`config.mk`:
```
export PLATFORM = sky130hd
export DESIGN_NAME = imem_load_arbiter
export DESIGN_NICKNAME = d
export VERILOG_FILES = /design/src/rtl/imem_load_arbiter_pkg.sv /design/src/rtl/imem_load_arbiter_byte_packer.sv /design/src/rtl/imem_load_arbiter.sv
export SDC_FILE = /design/constraint.sdc
export NUM_CORES = 1
export LEC_CHECK = 0
export ABC_AREA = 1
export BUFFER_PORTS_ARGS = -buffer_cell sky130_fd_sc_hd__buf_2
export CAP_MARGIN = 10
export CORE_MARGIN = 4
export CORE_UTILIZATION = 45
export DETAILED_ROUTE_END_ITERATION = 8
export PLACE_DENSITY = 0.72
export SLEW_MARGIN = 30
export SYNTH_ARGS = -nofsm -noshare
export SYNTH_HDL_FRONTEND = slang
export SYNTH_SLANG_ARGS = --single-unit
```
`constraint.sdc`:
```
create_clock -name clk -period 2 [get_ports clk]
set_input_delay 0.4 -clock clk [delete_from_list [all_inputs] [get_ports clk]]
set_output_delay 0.4 -clock clk [all_outputs]
set_load 0.005 [all_outputs]
```
`src/rtl/imem_load_arbiter_pkg.sv`:
```
// Shared types and constants for the program-memory load arbiter.
// The loader FSM states and the packing geometry live here.
package imem_load_arbiter_pkg;

  typedef enum logic [2:0] {
    RUN     = 3'd0,
    DRAIN   = 3'd1,
    LOAD    = 3'd2,
    COMMIT  = 3'd3,
    RELEASE = 3'd4
  } loader_state_t;

  localparam int BYTES_PER_WORD = 4;

endpackage

```
`src/rtl/imem_load_arbiter_byte_packer.sv`:
```
// Packs loader bytes little-endian into a 32-bit word.
// Clearing after every commit keeps unfilled upper lanes at zero on an early last byte.
module imem_load_arbiter_byte_packer
  import imem_load_arbiter_pkg::*;
(
  input  logic        clk,
  input  logic        reset,
  input  logic        clear,
  input  logic        accept,
  input  logic [7:0]  byte_in,
  output logic [1:0]  byte_idx,
  output logic [31:0] word
);

  always_ff @(posedge clk or posedge reset) begin
    if (reset) begin
      byte_idx <= '0;
      word     <= '0;
    end else if (clear) begin
      byte_idx <= '0;
      word     <= '0;
    end else if (accept) begin
      word[{byte_idx, 3'b000} +: 8] <= byte_in;
      byte_idx                      <= byte_idx + 2'd1;
    end
  end

endmodule

```
`src/rtl/imem_load_arbiter.sv`:
```
// Shares the program-memory port between fetch reads and a byte-stream loader.
// A load stalls the CPU, drains the pipeline, writes packed words and then restarts the CPU at 0.
//
// Loader handshake: a byte transfers on a rising clk edge where load_valid and
// load_ready are both high; load_ready is a pure state decode (high only in LOAD)
// and does not depend on load_valid, so the loader may hold valid indefinitely.
module imem_load_arbiter
  import imem_load_arbiter_pkg::*;
#(
  parameter int ADDR_WIDTH   = 5,
  parameter int DATA_WIDTH   = 32,
  parameter int DRAIN_CYCLES = 2
) (
  input  logic                  clk,
  input  logic                  reset,
  input  logic                  load_start,
  input  logic                  load_valid,
  input  logic [7:0]            load_byte,
  input  logic                  load_last,
  output logic                  load_ready,
  input  logic [ADDR_WIDTH-1:0] fetch_address,
  output logic [ADDR_WIDTH-1:0] mem_address,
  output logic                  mem_write_enable,
  output logic [DATA_WIDTH-1:0] mem_write_data,
  output logic                  cpu_hold,
  output logic                  cpu_restart,
  output logic                  loading,
  output logic                  load_error,
  output logic [2:0]            debug_state
);

  localparam int DEPTH   = 2 ** (ADDR_WIDTH - 2);
  // One extra bit so word_ptr can sit at DEPTH to flag overflow without wrapping.
  localparam int PTR_W   = ADDR_WIDTH - 1;
  localparam int DRAIN_W = $clog2(DRAIN_CYCLES + 1);

  loader_state_t        state, state_next;
  logic [PTR_W-1:0]     word_ptr;
  logic [DRAIN_W-1:0]   drain_cnt;
  logic                 last_seen;
  logic [1:0]           byte_idx;
  logic [31:0]          packed_word;
  logic                 accept;
  logic                 overflow;
  logic                 packer_clear;

  assign accept       = load_valid && (state == LOAD);
  assign overflow     = (word_ptr == PTR_W'(DEPTH));
  assign packer_clear = (state == COMMIT) || ((state == RUN) && load_start);

  imem_load_arbiter_byte_packer u_packer (
    .clk      (clk),
    .reset    (reset),
    .clear    (packer_clear),
    .accept   (accept && !overflow),
    .byte_in  (load_byte),
    .byte_idx (byte_idx),
    .word     (packed_word)
  );

  always_ff @(posedge clk or posedge reset) begin
    if (reset) state <= RUN;
    else       state <= state_next;
  end

  always_comb begin
    state_next = state;
    case (state)
      RUN:     if (load_start) state_next = DRAIN;
      DRAIN:   if (drain_cnt == DRAIN_W'(DRAIN_CYCLES - 1)) state_next = LOAD;
      LOAD: begin
        if (accept) begin
          if (overflow) begin
            if (load_last) state_next = RELEASE;
          end else if (load_last || byte_idx == 2'(BYTES_PER_WORD - 1)) begin
            state_next = COMMIT;
          end
        end
      end
      COMMIT:  state_next = last_seen ? RELEASE : LOAD;
      RELEASE: state_next = RUN;
      default: state_next = RUN;
    endcase
  end

  always_ff @(posedge clk or posedge reset) begin
    if (reset) begin
      word_ptr   <= '0;
      drain_cnt  <= '0;
      last_seen  <= 1'b0;
      load_error <= 1'b0;
    end else begin
      case (state)
        RUN: begin
          if (load_start) begin
            word_ptr   <= '0;
            drain_cnt  <= '0;
            last_seen  <= 1'b0;
            load_error <= 1'b0;
          end
        end
        DRAIN: drain_cnt <= drain_cnt + 1'b1;
        LOAD: begin
          if (accept) begin
            if (overflow)       load_error <= 1'b1;
            else if (load_last) last_seen  <= 1'b1;
          end
        end
        COMMIT: begin
          word_ptr  <= word_ptr + 1'b1;
          last_seen <= 1'b0;
        end
        default: ;
      endcase
    end
  end

  assign load_ready       = (state == LOAD);
  assign mem_write_enable = (state == COMMIT);
  assign cpu_restart      = (state == RELEASE);
  assign loading          = (state != RUN);
  assign cpu_hold         = (state != RUN);
  assign debug_state      = state;

  assign mem_address    = (state == COMMIT) ? {word_ptr[ADDR_WIDTH-3:0], 2'b00} : fetch_address;
  assign mem_write_data = (state == COMMIT) ? DATA_WIDTH'(packed_word) : '0;

endmodule

```
==> results of run 1 <==
-- per-stage QoR --
| step | setup WS, ps | std cells |
|---|---|---|
| global placement | 255 | 506 |
| detailed placement | 182 | 506 |
| floorplan | 358 | 375 |
| CTS | 36.3 | 514 |
| finish | 121 | 514 |
| global route | -15.2 | 514 |
-- where the power goes --
group          internal (uW)  leakage [uW]  switching (uW)
combinational            542       0.00108            1160
sequential              1080      0.000614             139
clock                    312     0.0000542             298
-- cell type report --
cell class | instances | share of cell area
inverters | 70 | 0.0841
repair buffers | 69 | 0.117
well taps | 72 | 0.0283
flip-flops and latches | 45 | 0.355
multi-input cells | 250 | 0.384
clock inverters | 1 | 0.00157
clock buffers | 7 | 0.0303
-- cell families (layout without fill, tap and decap cells) --
family,Yosys count,in the layout,share of synthesized area
adders and majority gates,9,9,0.0422
DFF,45,45,0.422
xor gates and xnor gates,2,2,0.00657
and+or+nand+nor,217,217,0.364
AOI/OAI and AO/OA,22,22,0.0436
buffers and inverters,80,147,0.121
-- critical path, cell delays in order, from the launching register on --
cell and delay [ps]:
dfrtp_2 450, nand2_2 100, nor2_4 50, inv_6 130, buf_12 170, nand2_1 50
o21ai_0 80, buf_2 140
-- registers in the layout (all words and copies together), names as in the netlist --
name               cells
u_packer.word         32
word_ptr               4
debug_state            3
drain_cnt              2
u_packer.byte_idx      2
last_seen              1
load_error             1
-- path summary, 6_finish.rpt --
check / to / cells after the start / from
max: mem_address[4] / 7 / debug_state[0]$_DFFE_PP0P_
min: u_packer.word[29]$_DFFE_PP0P_ / 3 / reset
max reg2reg: u_packer.byte_idx[1]$_DFFE_PP0P_ / 6 / debug_state[2]$_DFFE_PP0P_
min reg2reg: u_packer.word[22]$_DFFE_PP0P_ / 2 / u_packer.word[22]$_DFFE_PP0P_
max in group asynchronous: debug_state[1]$_DFFE_PP0P_ / 3 / reset
min in group clk: u_packer.word[26]$_DFFE_PP0P_ / 3 / load_byte[2]
-- Yosys cell counts, drive strengths merged --
master	n
clkbuf	3
a21oi	1
o21bai	2
nor2	75
o22ai	1
buf	7
xor2	1
nand4	6
ha	9
dfrtp	45
xnor2	1
nor3	4
nand3	62
nand3b	1
nand2	68
o21ai	18
inv	70
nor4	1
-- routing by layer --
| metal | GRT usage | vias up | part of all wire |
|---|---|---|---|
| met4 | 0.0489 | 0 | 0.010 |
| li1 | - | 1295 | - |
| met1 | 0.261 | 1108 | 0.49 |
| met2 | 0.284 | 60 | 0.45 |
| met5 | 0 | - | 0 |
| met3 | 0.0320 | 4 | 0.049 |
-- timing repair --
action                     4_1_cts  5_1_grt
pin swaps                        0        0
setup endpoints to repair        1       14
resized for setup                1        4
-- cells in the final DEF, fill, tap and decap left out, types with 5 or more instances in the layout --
master / netlist / layout
nand2_1: 64 / 64
buf_2: 4 / 63
nand4_1: 6 / 6
ha_1: 9 / 9
o21ai_0: 16 / 16
inv_1: 67 / 67
dfrtp_1: 45 / 43
nor2_1: 70 / 70
clkbuf_8: 0 / 7
nand3_1: 60 / 59
buf_4: 1 / 5
==> impl_summary.md, run 1 <==
Outcome
The run finished with clean final reports.

Global routing
For this run the aggregate overflow at the end of global routing stands at 0. The number of global-route vias before repair came to 2392. Entering global routing, the biggest net connects 46 pins. The total global-route track usage is 0.182. The global-route wire length before repair is 10900 um.

The initial antenna violation count was 0.

Job
The max-cap check violation count is 0.

Drt
The via total after detailed routing is 2467. For this run, the detailed router's first-pass iteration total came to 4. The detailed-route vias per instance is 4.80. In the routed design, unresolved DRC markers number 0. The count of nets left with antenna violations once routing finished came out at 0. Dividing the detail-routed wire length by the instance count gives 12.2 um. The iteration-0 DRC count of the detailed router is 128.

The final wirelength is 6250 um.

Synth
The largest area contributor in the synthesized netlist is dfrtp_1. The cell count after synthesis is 375. The distinct cell type count after synthesis is 27. Synthesis inferred 45 register bits. The number of nets handed over by synthesis was 402. The post-synthesis instance area is 2670 um2. The Yosys step of the flow raised 0 warnings. The share of the synthesized area in the top cell type is 0.422. In the post-synthesis netlist, the biggest area contributors are dfrtp_1 (42%), nand3_1 (11%), nor2_1 (9.8%). For this run, the register share of the synthesized area comes to 0.422. Dividing the synthesized area by the synthesized cell count gives 7.11 um2.

Critical path
The critical path startpoint category is a flop. In this run the register-to-register setup slack is 160 ps. In this run the worst path has a maximum fanout of 25. The data arrival time of the critical path is 1480 ps. At the worst endpoint, the required time is 1600 ps. The worst setup path is captured at an output port. The type of the setup path with the least slack is reg -> out.

Pwr
The power consumption is 3530 uW. The total leakage power is 0.00175 uW. Dividing total power by cell area gives a power density of 1110 nW/um2.

The peak supply drop is 0.815 mV.

STA
The final-report hold violation count came to 0. In this run the tightest slew margin relative to its limit is 0.583. The slew at the pin closest to its max-slew limit is 624 ps. The count of pins over their slew limit came to 0. The minimum period implied by the final worst setup slack is 1880 ps. The maximum clock skew at final layout is 9.91 ps. The setup total negative slack is 0 ps. The minimum hold slack is 246 ps. Setup repair after global routing could not meet its margin everywhere.

The achievable frequency is 532 MHz. The final-report setup violation count is 0. The period utilization is 0.940.

Place
The routability congestion estimate is 0.984. Summed over all nets, the half-perimeter wirelength after detailed placement is 4710 um. After detailed placement, the total cell area comes to 3070 um2. The quantity of I/O buffers inserted on ports is 63.

Cells and area
Once layout is complete, the utilization of the core stands at 0.564. The fraction of final layout cells with drive strength greater than 1 is 0.213. The area of all placed cells without fillers is 3180 um2.

For this run, the post-layout net count is 468. The number of inserted filler cells in the final layout is 557. In the final layout, the multi-input gates occupy 1220 um2. The sequential cells in the finished layout cover a total of 1130 um2. The repair_antennas step left the layout with diodes totalling 0. From synthesis to final layout, the design area changed by 19.3%.

Floorplanning
The row count is 27. The die is 85.0 um tall. The placeable core region is 5640 um2. For this configuration, the core starts out at a cell density of 0.473. The horizontal die dimension is 85.0 um.

In this run the count of I/O pins placed on the die edge is 64. The area enclosed by the die boundary is 7220 um2.

Clocking
The number of buffers added to fix hold violations after cts is 0. The CTS tree is built. TritonCTS created 5 clock buffers. The clock passes through at most 2 buffers. The number of buffers inserted to repair setup after CTS is 0. The library cell used as clock root buffer is clkbuf_8.

The clock reaches the later pin of the worst-skew pair after 300 ps. The level count of the clock H-tree is 2. The clock transition at the registers of the reported paths is 90 ps. The clock net in this run drives a total of 45 sinks.

Worst hold path
The path class of the tightest hold or removal check is in -> async.
Power figures use the tool's default switching activity.
==> inputs of run 2 (changes only) <==
- ABC_AREA: 1 -> unset
- PLACE_DENSITY: 0.72 -> 0.73
==> run 2 against run 1 <==
  * Die area fell by 8.6%
  * Utilization grew 0.64 points
  * Critical path depth down 2
  * Routed wire length is 11% lower
==> impl_summary.md, run 2 <==
Cells and area
The area growth from synthesis to final layout is 21.4%. The flip-flop count of the largest register, all copies and words added is 32 (unchanged). The multi-input gate area in the final layout is 1160 um2 (-5.3%).

In the layout the commonest cells are buf_2 (63), dfrtp_1 (44), and2_1 (35). The fraction of the core area covered by cells at the end of the flow is 0.571 (+0.00639). The most frequent standard cell in the layout excluding fill and tap cells is buf_2. The sequential cell area is 1130 um2 (-0.11%). More flip-flops sit in one register than any other, and that register is u_packer.word. The count of inserted antenna diode cells is 0 (unchanged).

The number of inserted filler cells in the final layout was 482 (-13%). The fraction of final layout cells with drive strength greater than 1 is 0.310 (+0.0969). The area of all placed cells without fillers is 2930 um2 (-7.9%).

The total number of nets in the final design is 320 (-32%).

Synth
The distinct cell type count after synthesis is 40 (+48%). The number of enable flip-flop cells after synthesis was 0 (unchanged). In the post-synthesis netlist, the cell with the most instances is dfrtp_1. Counting instances in the post-synthesis netlist gives the leading cell types as dfrtp_1 (45), and2_1 (35), a32o_1 (29). The post-synthesis instance area is 2420 um2 (-9.4%). The async set-reset flop share out of synthesis is 1.00 (unchanged). The prevailing post-synth register cell is dfrtp_1. The cell count after synthesis is 226 (-40%).

The mean cell area of the mapped netlist is 10.7 um2 (+50%). The warning count from the yosys run is 0 (unchanged). After synthesis, the cell types taking the most area are dfrtp_1 (47%), a32o_1 (12%), and2_1 (9.1%). Summed over all instances, the cell type with the most area after synthesis is dfrtp_1. The share of the synthesized area in the top cell type is 0.466 (+0.0439). The number of register bits inferred by synthesis was 45 (unchanged). The net count of the mapped netlist was 253 (-37%). The share of the yosys chip area belonging to registers is 0.466 (+0.0439).

STA
The final-report hold violation count is 0 (unchanged). The count of pins over their slew limit is 0 (unchanged). The final-report setup violation count is 0 (unchanged).

The minimum hold slack is 103 ps (-143 ps). The maximum clock skew at final layout is 10.3 ps (+0.357 ps). The achievable frequency came to 533 MHz (+0.19%). The slew at the pin closest to its max-slew limit is 522 ps (-102 ps). The relative slew slack is 0.649 (+0.0660). The period utilization is 0.938 (-0.00176). The minimum period implied by the final worst setup slack is 1880 ps (-3.52 ps). The setup total negative slack is 0 ps (unchanged). Setup repair after global routing left no endpoint under its margin.

Drt
The number of detailed-routing iterations run before antenna repair is 4 (unchanged). The residual DRC count came to 0 (unchanged). The via total after detailed routing is 1988 (-19%).

The number of nets with antenna violations after routing is 0 (unchanged). The iteration-0 DRC count of the detailed router came to 108 (-16%). The detailed-route vias per instance is 5.46 (+14%). The final wirelength is 5590 um (-11%). The average wire per standard cell was 15.4 um (+26%).

Floorplanning
The number of primary I/O pins is 64 (unchanged). The area enclosed by the die boundary came to 6610 um2 (-8.6%). The row count is 26 (-3.7%). The effective utilization at floorplan is 0.470 (-0.00277). The overall die height was 81.3 um (-4.4%). The placeable core region came to 5140 um2 (-8.9%). The horizontal die dimension is 81.3 um (-4.4%).

Global routing
The total global-route track usage is 0.183 (+0.000188). The initial antenna violation count is 0 (unchanged). The pin count of the biggest net entering global routing came to 31 (-33%). The total overflow reported by the global router was 0 (unchanged). The number of global-route vias before repair is 1932 (-19%). The global-route wire length before repair is 9380 um (-14%).

Outcome
The run finished with clean final reports.

Pwr
The combinational group share of total power came to 0.427 (-0.055). The total leakage power came to 0.00149 uW (-15%). The power consumption is 3080 uW (-13%). The sequential share of power is 0.391 (+0.046). The internal power consumption is 1880 uW (-2.5%).

The peak supply drop is 0.496 mV (-39%). The clock power share is 0.182 (+0.009). The switching component of the power is 1190 uW (-25%). The share of total power consumed by net switching was 0.387 (-0.0652). The ratio of total power to cell area is 1050 nW/um2 (-5.4%).

Critical path
The worst setup path is captured at an output port. The worst endpoint required time is 1600 ps (about the same). The critical path startpoint category is a flop. The critical path is of the reg -> out type. The data arrival time of the critical path was 1480 ps (about the same). The critical-path maximum fanout came to 16 (-36%).

Job
The max-cap check violation count came to 0 (unchanged).

Clocking
The number of buffers added to fix hold violations after cts is 0 (unchanged). The number of sinks driven by the clock tree came to 45 (unchanged). The number of buffers on the longest clock path is 2 (unchanged). The level count of the clock H-tree was 2 (unchanged). The clock insertion delay at the later pin of the skew report was 300 ps (about the same). The total clock buffers created by CTS is 5 (unchanged). TritonCTS built the clock tree. The clock transition at the registers of the reported paths is 90 ps (about the same). The library cell used as clock root buffer is clkbuf_8.

Worst hold path
The tightest min-delay check is of the in -> async type.

Place
The quantity of I/O buffers inserted on ports is 63 (unchanged). The instance area at placement came to 2820 um2 (-8.2%). The routability congestion estimate was 0.829 (-16%). The detailed-placement wirelength estimate is 4050 um (-14%).
-- run 2: changes by cell type after synthesis, moves of 5 or more --
cell	delta
nand2_1	-46
clkbuf_1	+7
nand3_1	-50
o21ai_0	-7
inv_1	-58
mux2i_1	+5
a32o_1	+29
nand4_1	-6
nor2_1	-68
and2_1	+35
-- run 2: cells by family after synthesis --
| group | after synthesis | synth area share |
|---|---|---|
| and+or+nand+nor | 87 | 0.227 |
| AOI/OAI and AO/OA | 51 | 0.177 |
| DFF | 45 | 0.466 |
| buffers and inverters | 27 | 0.0549 |
| adders and majority gates | 9 | 0.0466 |
| muxes | 6 | 0.0254 |
| xor gates and xnor gates | 1 | 0.00363 |
-- run 2: layout make-up --
type                    instances  share of cell area
well taps                      70              0.0299
flip-flops and latches         45               0.384
multi-input cells             154               0.395
inverters                       9              0.0115
repair buffers                 78               0.150
clock inverters                 2             0.00512
clock buffers                   6              0.0247
-- run 2: repair_timing --
item | CTS | global route
gates resized for setup | 1 | 3
setup buffers | 0 | 2
setup endpoints to repair | 13 | 31
-- run 2: through the flow --
stage                     cells  setup WS [ps]
final                       364            124
after global routing        364           17.8
after CTS                   362           29.5
after detailed placement    354            169
after global placement      354            216
after floorplan             226            109
-- run 2: critical path: stages, from the launching register on --
cell and delay, ps:
dfrtp_2 440, nand3b_1 180, inv_1 140, buf_6 170, and2_1 150, buf_2 110
-- run 2: worst paths after layout --
path,from,end,slack (ps),cells past startpoint
min,reset,u_packer.word[2]$_DFFE_PP0P_,100,3
min reg2reg,load_error$_DFFE_PP0P_,load_error$_DFFE_PP0P_,490,1
max in group asynchronous,reset,u_packer.word[19]$_DFFE_PP0P_,1270,4
max,debug_state[2]$_DFFE_PP0P_,mem_write_data[6],120,5
min in group clk,load_byte[7],u_packer.word[7]$_DFFE_PP0P_,370,2
max reg2reg,word_ptr[0]$_DFFE_PP0P_,u_packer.word[18]$_DFFE_PP0P_,210,5
-- run 2: routing by layer --
metal,up-vias,GRT usage,wire length [um]
met5,-,0,0
li1,963,-,-
met4,0,0.0524,53
met1,984,0.254,2580
met3,6,0.0366,277
met2,35,0.287,2680
-- run 2: power groups by stage --
stage	clock network (uW)	logic, uW	registers [uW]
after floorplan	0	916	1210
after global placement	0	1250	1220
after detailed placement	0	1280	1230
after CTS	569	1290	1210
after global routing	612	1490	1230
final	560	1310	1200
==> inputs of run 3 (changes only) <==
--- a/config.mk
+++ b/config.mk
@@ -6,4 +6,5 @@
 export NUM_CORES = 1
 export LEC_CHECK = 0
+export ABC_CLOCK_PERIOD_IN_PS = 2000
 export BUFFER_PORTS_ARGS = -buffer_cell sky130_fd_sc_hd__buf_2
 export CAP_MARGIN = 10
==> constraint.sdc (replaced) <==
create_clock -name clk -period 2 [get_ports clk]
set_input_delay 0.5 -clock clk [delete_from_list [all_inputs] [get_ports clk]]
set_output_delay 0.5 -clock clk [all_outputs]
set_load 0.005 [all_outputs]
==> run 3 against run 2 <==
  * Sequential share of layout area fell by 0.51 points
  * Via count shrank 0.70%
  * Power increased by 4.4%
  * Routed wire length decreased by 0.66%
  * Fmax is 0.93% lower
  * Sequential cell count is the same
  * Combinational power about the same
  * Register-to-register slack got worse by 40 ps
  * First-iteration DRC count decreased by 1.9%
  * Non-clock buffer count unchanged
  * Global-route usage fell by 0.22 points
  * Highest routed layer unchanged
==> impl_summary.md, run 3 (synthesized netlist as in run 2, its figures left out) <==
Global routing
The total overflow reported by the global router is 0 (unchanged). The global-route wire length before repair is 9190 um (-2.0%). The pin count of the biggest net entering global routing came to 46 (+48%).

The number of global-route vias before repair was 1917 (-0.78%). The total global-route track usage is 0.180 (-0.00218). The initial antenna violation count is 0 (unchanged).

Clocking
The level count of the clock H-tree is 2 (unchanged). TritonCTS built the clock tree. The number of buffers added to fix hold violations after cts came to 0 (unchanged). The number of sinks driven by the clock tree is 45 (unchanged). The number of buffers on the longest clock path is 2 (unchanged). The total clock buffers created by CTS is 5 (unchanged). The clock insertion delay at the later pin of the skew report is 300 ps (about the same). Clock tree synthesis selected as its root buffer the cell clkbuf_8.

The clock transition at the registers of the reported paths came to 80 ps (about the same).

Pwr
The total leakage power came to 0.00151 uW (+1.6%). The ratio of total power to cell area came to 1080 nW/um2 (+3.2%). The peak supply drop is 0.642 mV (+29%).

Critical path
The critical path starts at debug_state[1]$_DFFE_PP0P_. The highest cell delay on the worst timing path is 410 ps (-30 ps). The critical-path maximum fanout came to 9 (-7). The critical path goes through buf_4, or3_1, buf_2. The path depth of the worst reg2reg path came to 5 (unchanged).

The library cell contributing the largest single delay on the critical path is dfrtp_1. The critical path startpoint category is a flop. The category of the worst setup path capture point is an output port. The worst flop-to-flop path endpoint is u_packer.word[31]$_DFFE_PP0P_.

The capturing instance or port of the critical path is loading. The worst endpoint required time is 1500 ps (-100 ps). The data arrival time of the critical path is 1390 ps (-90 ps). The slack of the worst reg-to-reg path is 170 ps (-40 ps). The type of the setup path with the least slack is reg -> out.

The source of the worst register-to-register timing path is u_packer.byte_idx[1]$_DFFE_PP0P_.

Cells and area
The total number of nets in the final design came to 320 (unchanged). The library cells used most frequently in the layout, excluding fill and tap cells, are buf_2 (63), dfrtp_1 (45), and2_1 (35). Leaving out fill and tap cells, the most frequent cell in the layout is buf_2.

The flip-flop count of the largest register, all copies and words added is 32 (unchanged). The non-filler instance count after layout is 364 (unchanged). The fraction of final layout cells with drive strength greater than 1 came to 0.310 (unchanged). Relative to the synthesized area, the layout overhead comes to 22.9%. The number of inserted filler cells in the final layout was 472 (-2.1%). The largest register by flop count is u_packer.word. The count of inserted antenna diode cells was 0 (unchanged).

Floorplanning
The horizontal die dimension is 81.3 um (unchanged). The area enclosed by the die boundary came to 6610 um2 (unchanged). The number of primary I/O pins is 64 (unchanged). The row count was 26 (unchanged). The overall die height is 81.3 um (unchanged). The placeable core region is 5140 um2 (unchanged).

The effective utilization at floorplan was 0.470 (unchanged).

STA
The final-report hold violation count came to 0 (unchanged). The achievable frequency came to 528 MHz (-0.93%). The period utilization is 0.947 (+0.00880).

Setup repair after global routing left no endpoint under its margin. The setup total negative slack is 0 ps (unchanged). The slew at the pin closest to its max-slew limit was 519 ps (-2.85 ps). The smallest setup slack after layout was 107 ps (-17.6 ps). The final-report setup violation count came to 0 (unchanged). The maximum clock skew at final layout is 10.6 ps (+0.364 ps). The minimum period implied by the final worst setup slack was 1890 ps (+17.6 ps). The relative slew slack is 0.651 (+0.00192). The count of pins over their slew limit is 0 (unchanged).

Outcome
The flow ran to the end, and the final reports show no timing, DRC or antenna violations.

Drt
The iteration-0 DRC count of the detailed router is 106 (-1.9%). The residual DRC count was 0 (unchanged). The via total after detailed routing is 1974 (-0.70%). The detailed-route vias per instance is 5.42 (-0.70%). The number of nets with antenna violations after routing was 0 (unchanged).

The number of detailed-routing iterations run before antenna repair is 4 (unchanged). The final wirelength is 5560 um (-0.66%). The average wire per standard cell was 15.3 um (-0.66%).

Place
The post-placement worst setup slack was 102 ps (-67.0 ps). The routability congestion estimate came to 0.847 (+2.2%). The detailed-placement wirelength estimate is 3930 um (-3.0%).

The cell count after placement is 354 (unchanged). The quantity of I/O buffers inserted on ports came to 63 (unchanged).

Worst hold path
The min-delay analysis places its worst path in the category in -> async.

Job
The max-cap check violation count is 0 (unchanged).
-- run 3: repair_timing --
item                       CTS  global route
setup buffers                0             2
setup endpoints to repair    2             3
resized for setup            1             0
-- run 3: power by group --
part	total, uW	internal (uW)	switching [uW]
registers	1190	1080	114
logic	1340	571	766
clock network	681	375	306
-- run 3: stage by stage --
stage / hold WS, ps / utilization / power, uW / instance area [um2]
after global placement: 475 / 0.553 / 2500 / 2840
final: 245 / 0.578 / 3210 / 2970
after CTS: 253 / 0.575 / 3220 / 2950
after detailed placement: 479 / 0.553 / 2530 / 2840
after global routing: 281 / 0.578 / 3470 / 2970
after floorplan: 456 / - / 2130 / 2420
-- run 3: cell type report --
| cell class | count | area, um2 | share of cell area |
|---|---|---|---|
| multi-input combinational | 154 | 1160 | 0.390 |
| sequential | 45 | 1130 | 0.379 |
| timing repair buffer | 78 | 453 | 0.153 |
| tap | 70 | 87.6 | 0.0295 |
| clock buffer | 6 | 72.6 | 0.0244 |
| clock inverter | 2 | 38.8 | 0.0131 |
| inverter | 9 | 33.8 | 0.0114 |
-- run 3: worst min path at each step --
stage / end / startpoint / depth (start not counted)
2_1_floorplan: drain_cnt[1]$_DFFE_PP0P_ / drain_cnt[1]$_DFFE_PP0P_ / 1
3_3_place_gp: drain_cnt[1]$_DFFE_PP0P_ / drain_cnt[1]$_DFFE_PP0P_ / 1
3_5_place_dp: load_error$_DFFE_PP0P_ / load_error$_DFFE_PP0P_ / 1
4_1_cts: u_packer.word[26]$_DFFE_PP0P_ / reset / 3
5_1_grt: u_packer.word[26]$_DFFE_PP0P_ / reset / 3
6_report: u_packer.word[26]$_DFFE_PP0P_ / reset / 3
-- run 3: worst max-delay path, delay by kind of cell (launching register included) --
| family | cells | cell delay [ps] |
|---|---|---|
| buf+inv | 2 | 320 |
| flops | 1 | 410 |
| simple gates | 1 | 370 |
-- run 3: layer usage --
| layer | up-vias | track usage | share of wire |
|---|---|---|---|
| li1 | 956 | - | - |
| met1 | 967 | 0.246 | 0.46 |
| met2 | 41 | 0.286 | 0.47 |
| met3 | 10 | 0.0355 | 0.048 |
| met4 | 0 | 0.0625 | 0.017 |
| met5 | - | 0 | 0 |
